==> src/rtl/uart_rx_fifo.sv <==
// 8N1 UART receiver: 2-flop synchronizer, mid-bit sampling FSM, and a small
// first-word-fall-through byte FIFO with a valid/ready read port.
//
// state     | meaning
// IDLE      | line idle, waiting for a falling edge on rxs
// START     | half-bit wait, then re-check start bit (glitch filter)
// DATA      | sampling 8 data bits LSB-first at bit centres
// STOP      | sampling the stop bit; push byte or flag framing error
// WAIT_IDLE | after a framing error, wait for the line to return high
module uart_rx_fifo #(
    parameter int CLKS_PER_BIT = 434,
    parameter int FIFO_DEPTH   = 16
) (
    input  logic                          clk,
    input  logic                          reset,
    input  logic                          rx,
    output logic [7:0]                    rd_data,
    output logic                          rd_valid,
    input  logic                          rd_ready,
    output logic [$clog2(FIFO_DEPTH):0]   fifo_count,
    output logic                          frame_err,
    output logic                          overflow
);

    localparam int PW = $clog2(FIFO_DEPTH);
    localparam int CW = PW + 1;
    localparam logic [15:0] HALF_M1 = 16'(CLKS_PER_BIT / 2 - 1);
    localparam logic [15:0] FULL_M1 = 16'(CLKS_PER_BIT - 1);

    typedef enum logic [2:0] {
        IDLE      = 3'd0,
        START     = 3'd1,
        DATA      = 3'd2,
        STOP      = 3'd3,
        WAIT_IDLE = 3'd4
    } state_t;

    logic        rx_meta;
    logic        rxs;

    state_t      state;
    state_t      state_nxt;
    logic [15:0] cnt;
    logic [15:0] cnt_nxt;
    logic [2:0]  idx;
    logic [2:0]  idx_nxt;
    logic [7:0]  sh;
    logic [7:0]  sh_nxt;
    logic        push_nxt;
    logic        fe_nxt;
    logic        push_req;

    logic [7:0]    mem [FIFO_DEPTH];
    logic [PW-1:0] wr_ptr;
    logic [PW-1:0] rd_ptr;
    logic          pop;
    logic          push_ok;

    // Both flops reset high so a reset never fabricates a start edge.
    always_ff @(posedge clk) begin
        if (reset) begin
            rx_meta <= 1'b1;
            rxs     <= 1'b1;
        end else begin
            rx_meta <= rx;
            rxs     <= rx_meta;
        end
    end

    always_ff @(posedge clk) begin
        if (reset) begin
            state     <= IDLE;
            cnt       <= '0;
            idx       <= '0;
            sh        <= '0;
            push_req  <= 1'b0;
            frame_err <= 1'b0;
        end else begin
            state     <= state_nxt;
            cnt       <= cnt_nxt;
            idx       <= idx_nxt;
            sh        <= sh_nxt;
            push_req  <= push_nxt;
            frame_err <= fe_nxt;
        end
    end

    always_comb begin
        state_nxt = state;
        cnt_nxt   = cnt;
        idx_nxt   = idx;
        sh_nxt    = sh;
        push_nxt  = 1'b0;
        fe_nxt    = 1'b0;
        case (state)
            IDLE: begin
                if (!rxs) begin
                    state_nxt = START;
                    cnt_nxt   = HALF_M1;
                end
            end
            START: begin
                if (cnt == '0) begin
                    if (rxs) begin
                        state_nxt = IDLE;
                    end else begin
                        state_nxt = DATA;
                        cnt_nxt   = FULL_M1;
                        idx_nxt   = '0;
                    end
                end else begin
                    cnt_nxt = cnt - 16'd1;
                end
            end
            DATA: begin
                if (cnt == '0) begin
                    sh_nxt  = {rxs, sh[7:1]};
                    cnt_nxt = FULL_M1;
                    if (idx == 3'd7) begin
                        state_nxt = STOP;
                    end else begin
                        idx_nxt = idx + 3'd1;
                    end
                end else begin
                    cnt_nxt = cnt - 16'd1;
                end
            end
            STOP: begin
                if (cnt == '0) begin
                    if (rxs) begin
                        push_nxt  = 1'b1;
                        state_nxt = IDLE;
                    end else begin
                        fe_nxt    = 1'b1;
                        state_nxt = WAIT_IDLE;
                    end
                end else begin
                    cnt_nxt = cnt - 16'd1;
                end
            end
            WAIT_IDLE: begin
                if (rxs) begin
                    state_nxt = IDLE;
                end
            end
            default: begin
                state_nxt = IDLE;
            end
        endcase
    end

    // sh is stable for many cycles after the stop bit, so the push reads it directly.
    assign rd_valid = (fifo_count != '0);
    assign rd_data  = rd_valid ? mem[rd_ptr] : 8'h00;
    assign pop      = rd_valid & rd_ready;
    assign push_ok  = push_req & ((fifo_count < CW'(FIFO_DEPTH)) | pop);

    always_ff @(posedge clk) begin
        if (push_ok) begin
            mem[wr_ptr] <= sh;
        end
    end

    always_ff @(posedge clk) begin
        if (reset) begin
            wr_ptr     <= '0;
            rd_ptr     <= '0;
            fifo_count <= '0;
            overflow   <= 1'b0;
        end else begin
            if (push_ok) begin
                wr_ptr <= wr_ptr + PW'(1);
            end
            if (pop) begin
                rd_ptr <= rd_ptr + PW'(1);
            end
            if (push_ok && !pop) begin
                fifo_count <= fifo_count + CW'(1);
            end else if (pop && !push_ok) begin
                fifo_count <= fifo_count - CW'(1);
            end
            if (push_req && !push_ok) begin
                overflow <= 1'b1;
            end
        end
    end

endmodule

==> config.mk <==
export PLATFORM = sky130hd
export DESIGN_NAME = uart_rx_fifo
export DESIGN_NICKNAME = d
export VERILOG_FILES = /design/src/rtl/uart_rx_fifo.sv
export SDC_FILE = /design/constraint.sdc
export NUM_CORES = 1
export LEC_CHECK = 0
export ABC_AREA = 1
export CORE_MARGIN = 1.5
export CORE_UTILIZATION = 50
export CTS_BUF_LIST = sky130_fd_sc_hd__clkbuf_8 sky130_fd_sc_hd__clkbuf_16
export DETAILED_ROUTE_END_ITERATION = 8
export GPL_TIMING_DRIVEN = 0
export PLACE_DENSITY = 0.66
export SLEW_MARGIN = 20
export SYNTH_ARGS = -nofsm -noshare
export SYNTH_HDL_FRONTEND = slang
export SYNTH_SLANG_ARGS = --single-unit
==> constraint.sdc <==
create_clock -name clk -period 1.9 [get_ports clk]
set_clock_uncertainty 0.15 [all_clocks]
set_input_delay 0.285 -clock clk [delete_from_list [all_inputs] [get_ports clk]]
set_output_delay 0.285 -clock clk [all_outputs]
set_load 0.01 [all_outputs]
==> results.sh <==
export IMPL_synth_seq_cells=180
export IMPL_yosys_warnings=0
export IMPL_synth_top_family_by_area="simple AND/OR/NAND/NOR gates"
export IMPL_grt_ovfl_total=0
export IMPL_drtIter0Drc=605
export IMPL_fp_coreArea_mm2=0.0151
export IMPL_violations="setup timing"
export IMPL_cp_max_fo=7
export IMPL_rows=45
export IMPL_crit_slowest_cell="dfxtp_4"
export IMPL_clk_pin_slew_ps=70
export IMPL_viasPerCell=5.71
export IMPL_leakagePower_nw=3.82
export IMPL_boundaryPins=20
export IMPL_worst_path_buf_inv=3
export IMPL_cpMostUsedCell="nand2_2"
export IMPL_register_area_mm2=0.00491
export IMPL_worstHoldPathType="in2reg"
export IMPL_synth_simple_area_share=0.199
export IMPL_ctsLongestPathBuffers=2
export IMPL_syn_nets=806
export IMPL_synth_edf_count=128
export IMPL_placedCellCount=995
export IMPL_synthMuxAreaShare=0
export IMPL_start_kind="flip-flop"
export IMPL_drive_gt1_frac=0.262
export IMPL_grt_max_degree=19
export IMPL_numPortBuffers=19
export IMPL_synth_xor_area_share=0.00678
export IMPL_tightest_slew_ps=850
export IMPL_worstSkewPairLatency_ps=430
export IMPL_fin_crit_ps=2480
export IMPL_synth_fa_ha_area_frac=0.0236
export IMPL_synth_compound_area_share=0.0967
export IMPL_status="finished with violations"
export IMPL_dpl_worst_slack_ps=-832
export IMPL_postCtsHoldBufs=0
export IMPL_fin_total_pwr_w=0.0138
export IMPL_fmax_mhz=404
export IMPL_synthArstFlopShare=0
export IMPL_finalHoldViolCount=0
export IMPL_die_w_um=128
export IMPL_cts_tree="built"
export IMPL_final_nets=870
export IMPL_gp_congestion=0.910
export IMPL_num_vias=6016
export IMPL_syn_area_mm2=0.00775
export IMPL_fin_area_mm2=0.00980
export IMPL_clockRootBuffer="clkbuf_16"
export IMPL_required_ps=1460
export IMPL_dpl_hpwl_um=12600
export IMPL_dieArea_mm2=0.0163
export IMPL_final_period_utilization=1.30
export IMPL_fill_cells=1146
export IMPL_syn_inst=788
export IMPL_critPathCaptureType="output pin"
export IMPL_post_layout_nonfiller_instances=1053
export IMPL_synth_flop_cell="edfxtp_1"
export IMPL_antenna_found_initial=0
export IMPL_peakVddDrop_mv=0.778
export IMPL_slew_violations=0
export IMPL_grt_pass1_wl_um=30300
export IMPL_die_h_um=128
export IMPL_grtUsageTotal=0.250
export IMPL_cts_sinks=180
export IMPL_slew_limit_headroom=0.433
export IMPL_grt_setup_unrepaired="yes"
export IMPL_syn_avg_cell_area_um2=9.84
export IMPL_yosysUniqueCellTypes=35
export IMPL_cp_slowest_stage_delay_ps=420
export IMPL_critical_path_class="reg2out"
export IMPL_drc_errors=0
export IMPL_cpLargestDelayFamily="compound AO/OA/AOI/OAI gates"
export IMPL_initial_core_util=0.512
export IMPL_worst_slack_ps=-577
export IMPL_cap_viol_max_count=0
export IMPL_fin_util=0.647
export IMPL_setup_viol=17
export IMPL_finalWirelength_um=20300
export IMPL_wl_per_cell_um=19.2
export IMPL_dr_pass1_iters=5
export IMPL_postRouteAntennaNets=0
export IMPL_ys_seq_area_frac=0.630
export IMPL_areaGrowthSynthToFinish_pct=26.4
export IMPL_placed_area_mm2=0.00823
export IMPL_htreeDepth=4
export IMPL_cts_buffers=17
export IMPL_cp_arrival_ps=2040
export IMPL_crit_path_cell_trace="buf_12 -> buf_8 -> nand2_2 -> nand3_2 -> nand2_2 -> a21oi_2 -> o31ai_1 -> a21oi_1 -> buf_2"
export IMPL_pwr_density_cell_mw_per_mm2=1410
export IMPL_grt_pass1_vias=5727
export IMPL_diodes=0
export IMPL_multi_input_area_mm2=0.00304
cell families after synthesis:
logic type                 count (synthesis)
and+or+nand+nor                          368
DFF                                      180
AOI/OAI and AO/OA                        136
buffers and inverters                     84
adders and majority gates                 14
xor gates and xnor gates                   6
worst reg2reg max path, stage by stage (launching register included):
cell      delay (ps)
dfxtp_1          350
a21boi_4         200
buf_6            130
ha_4             150
inv_6             50
fa_2             350
nand3_2           80
nand2_2           80
a21oi_2          140
o21ai_2           80
nand2_1           50
nand2_1           50
nor2_1            90
registers in the layout, indices dropped and copies added, names as in the netlist, named ones only:
register / count
cnt: 16
fifo_count: 5
frame_err: 1
idx: 3
mem: 128
overflow: 1
push_req: 1
rd_ptr: 4
rx_meta: 1
rxs: 1
sh: 8
state: 3
wr_ptr: 4
placed cells by master, fill, tap and decap left out, drive strengths merged, types with 2 or more instances in the layout:
| cell | count |
|---|---|
| inv | 56 |
| o21ai | 52 |
| nor3 | 9 |
| clkinv | 5 |
| buf | 43 |
| xor2 | 6 |
| clkbuf | 37 |
| o31ai | 16 |
| a21oi | 64 |
| ha | 13 |
| dfxtp | 52 |
| bufinv | 5 |
| nand3 | 52 |
| nand4 | 5 |
| clkinvlp | 4 |
| edfxtp | 128 |
| clkdlybuf4s50 | 7 |
| nand2 | 175 |
| or2 | 2 |
| dlygate4sd2 | 3 |
| nor2 | 123 |
metal layers:
metal | GRT usage | wire length [um]
met5 | 0 | 0
met3 | 0.0536 | 1470
met1 | 0.316 | 8190
met4 | 0.130 | 707
met2 | 0.408 | 9880
cell usage after synthesis (5+ instances only):
library cell | count | area (um2)
nand4_1 | 5 | 31.3
dfxtp_1 | 52 | 1040
nand3_1 | 51 | 255
buf_2 | 9 | 45.0
clkbuf_1 | 18 | 67.6
o31ai_1 | 16 | 120
inv_2 | 5 | 18.8
a21oi_1 | 62 | 310
ha_1 | 13 | 163
xor2_1 | 6 | 52.6
nand2_1 | 172 | 646
inv_1 | 49 | 184
o21ai_1 | 13 | 65.1
nor3_1 | 9 | 45.0
edfxtp_1 | 128 | 3840
nor2_1 | 115 | 432
o21ai_0 | 39 | 195
cell type report:
cell class	count	area share
Tap cell	188	0.0240
Inverter	55	0.0235
Multi-Input combinational cell	524	0.310
Clock inverter	15	0.0231
Buffer	28	0.0278
Clock buffer	17	0.0434
Timing Repair Buffer	46	0.0464
Sequential cell	180	0.501
through the flow:
step | setup TNS, ps | hold WS [ps]
floorplan | -70.0 | 239
global placement | -90980 | 247
detailed placement | -101000 | 244
CTS | -3670 | 183
global route | -5330 | 272
finish | -4320 | 256
report_power, final:
part           switching, W  internal [W]
Clock               0.00153       0.00234
Combinational       0.00313       0.00210
Sequential         0.000274       0.00440
timing repair:
action / in CTS / in global routing
cloned: 0 / 5
buffers inserted: 11 / 11
pin swaps: 12 / 48
endpoints found under the hold margin: 0 / 0
endpoints found under the setup margin: 141 / 120
gates resized for setup: 152 / 89
path summary, 6_finish.rpt:
path | cells past startpoint | end | from | slack [ps]
worst max-delay path | 9 | rd_data[1] | flip-flop | -580
worst min-delay path | 4 | overflow$_SDFFE_PP0P_ | rd_ready | 260
worst max register to register | 12 | fifo_count[4]$_SDFFE_PP0P_ | push_req$_SDFF_PP0_ | -120
worst min register to register | 1 | rxs$_SDFF_PP1_ | rx_meta$_SDFF_PP1_ | 260
(Power assumes the default switching activity.)
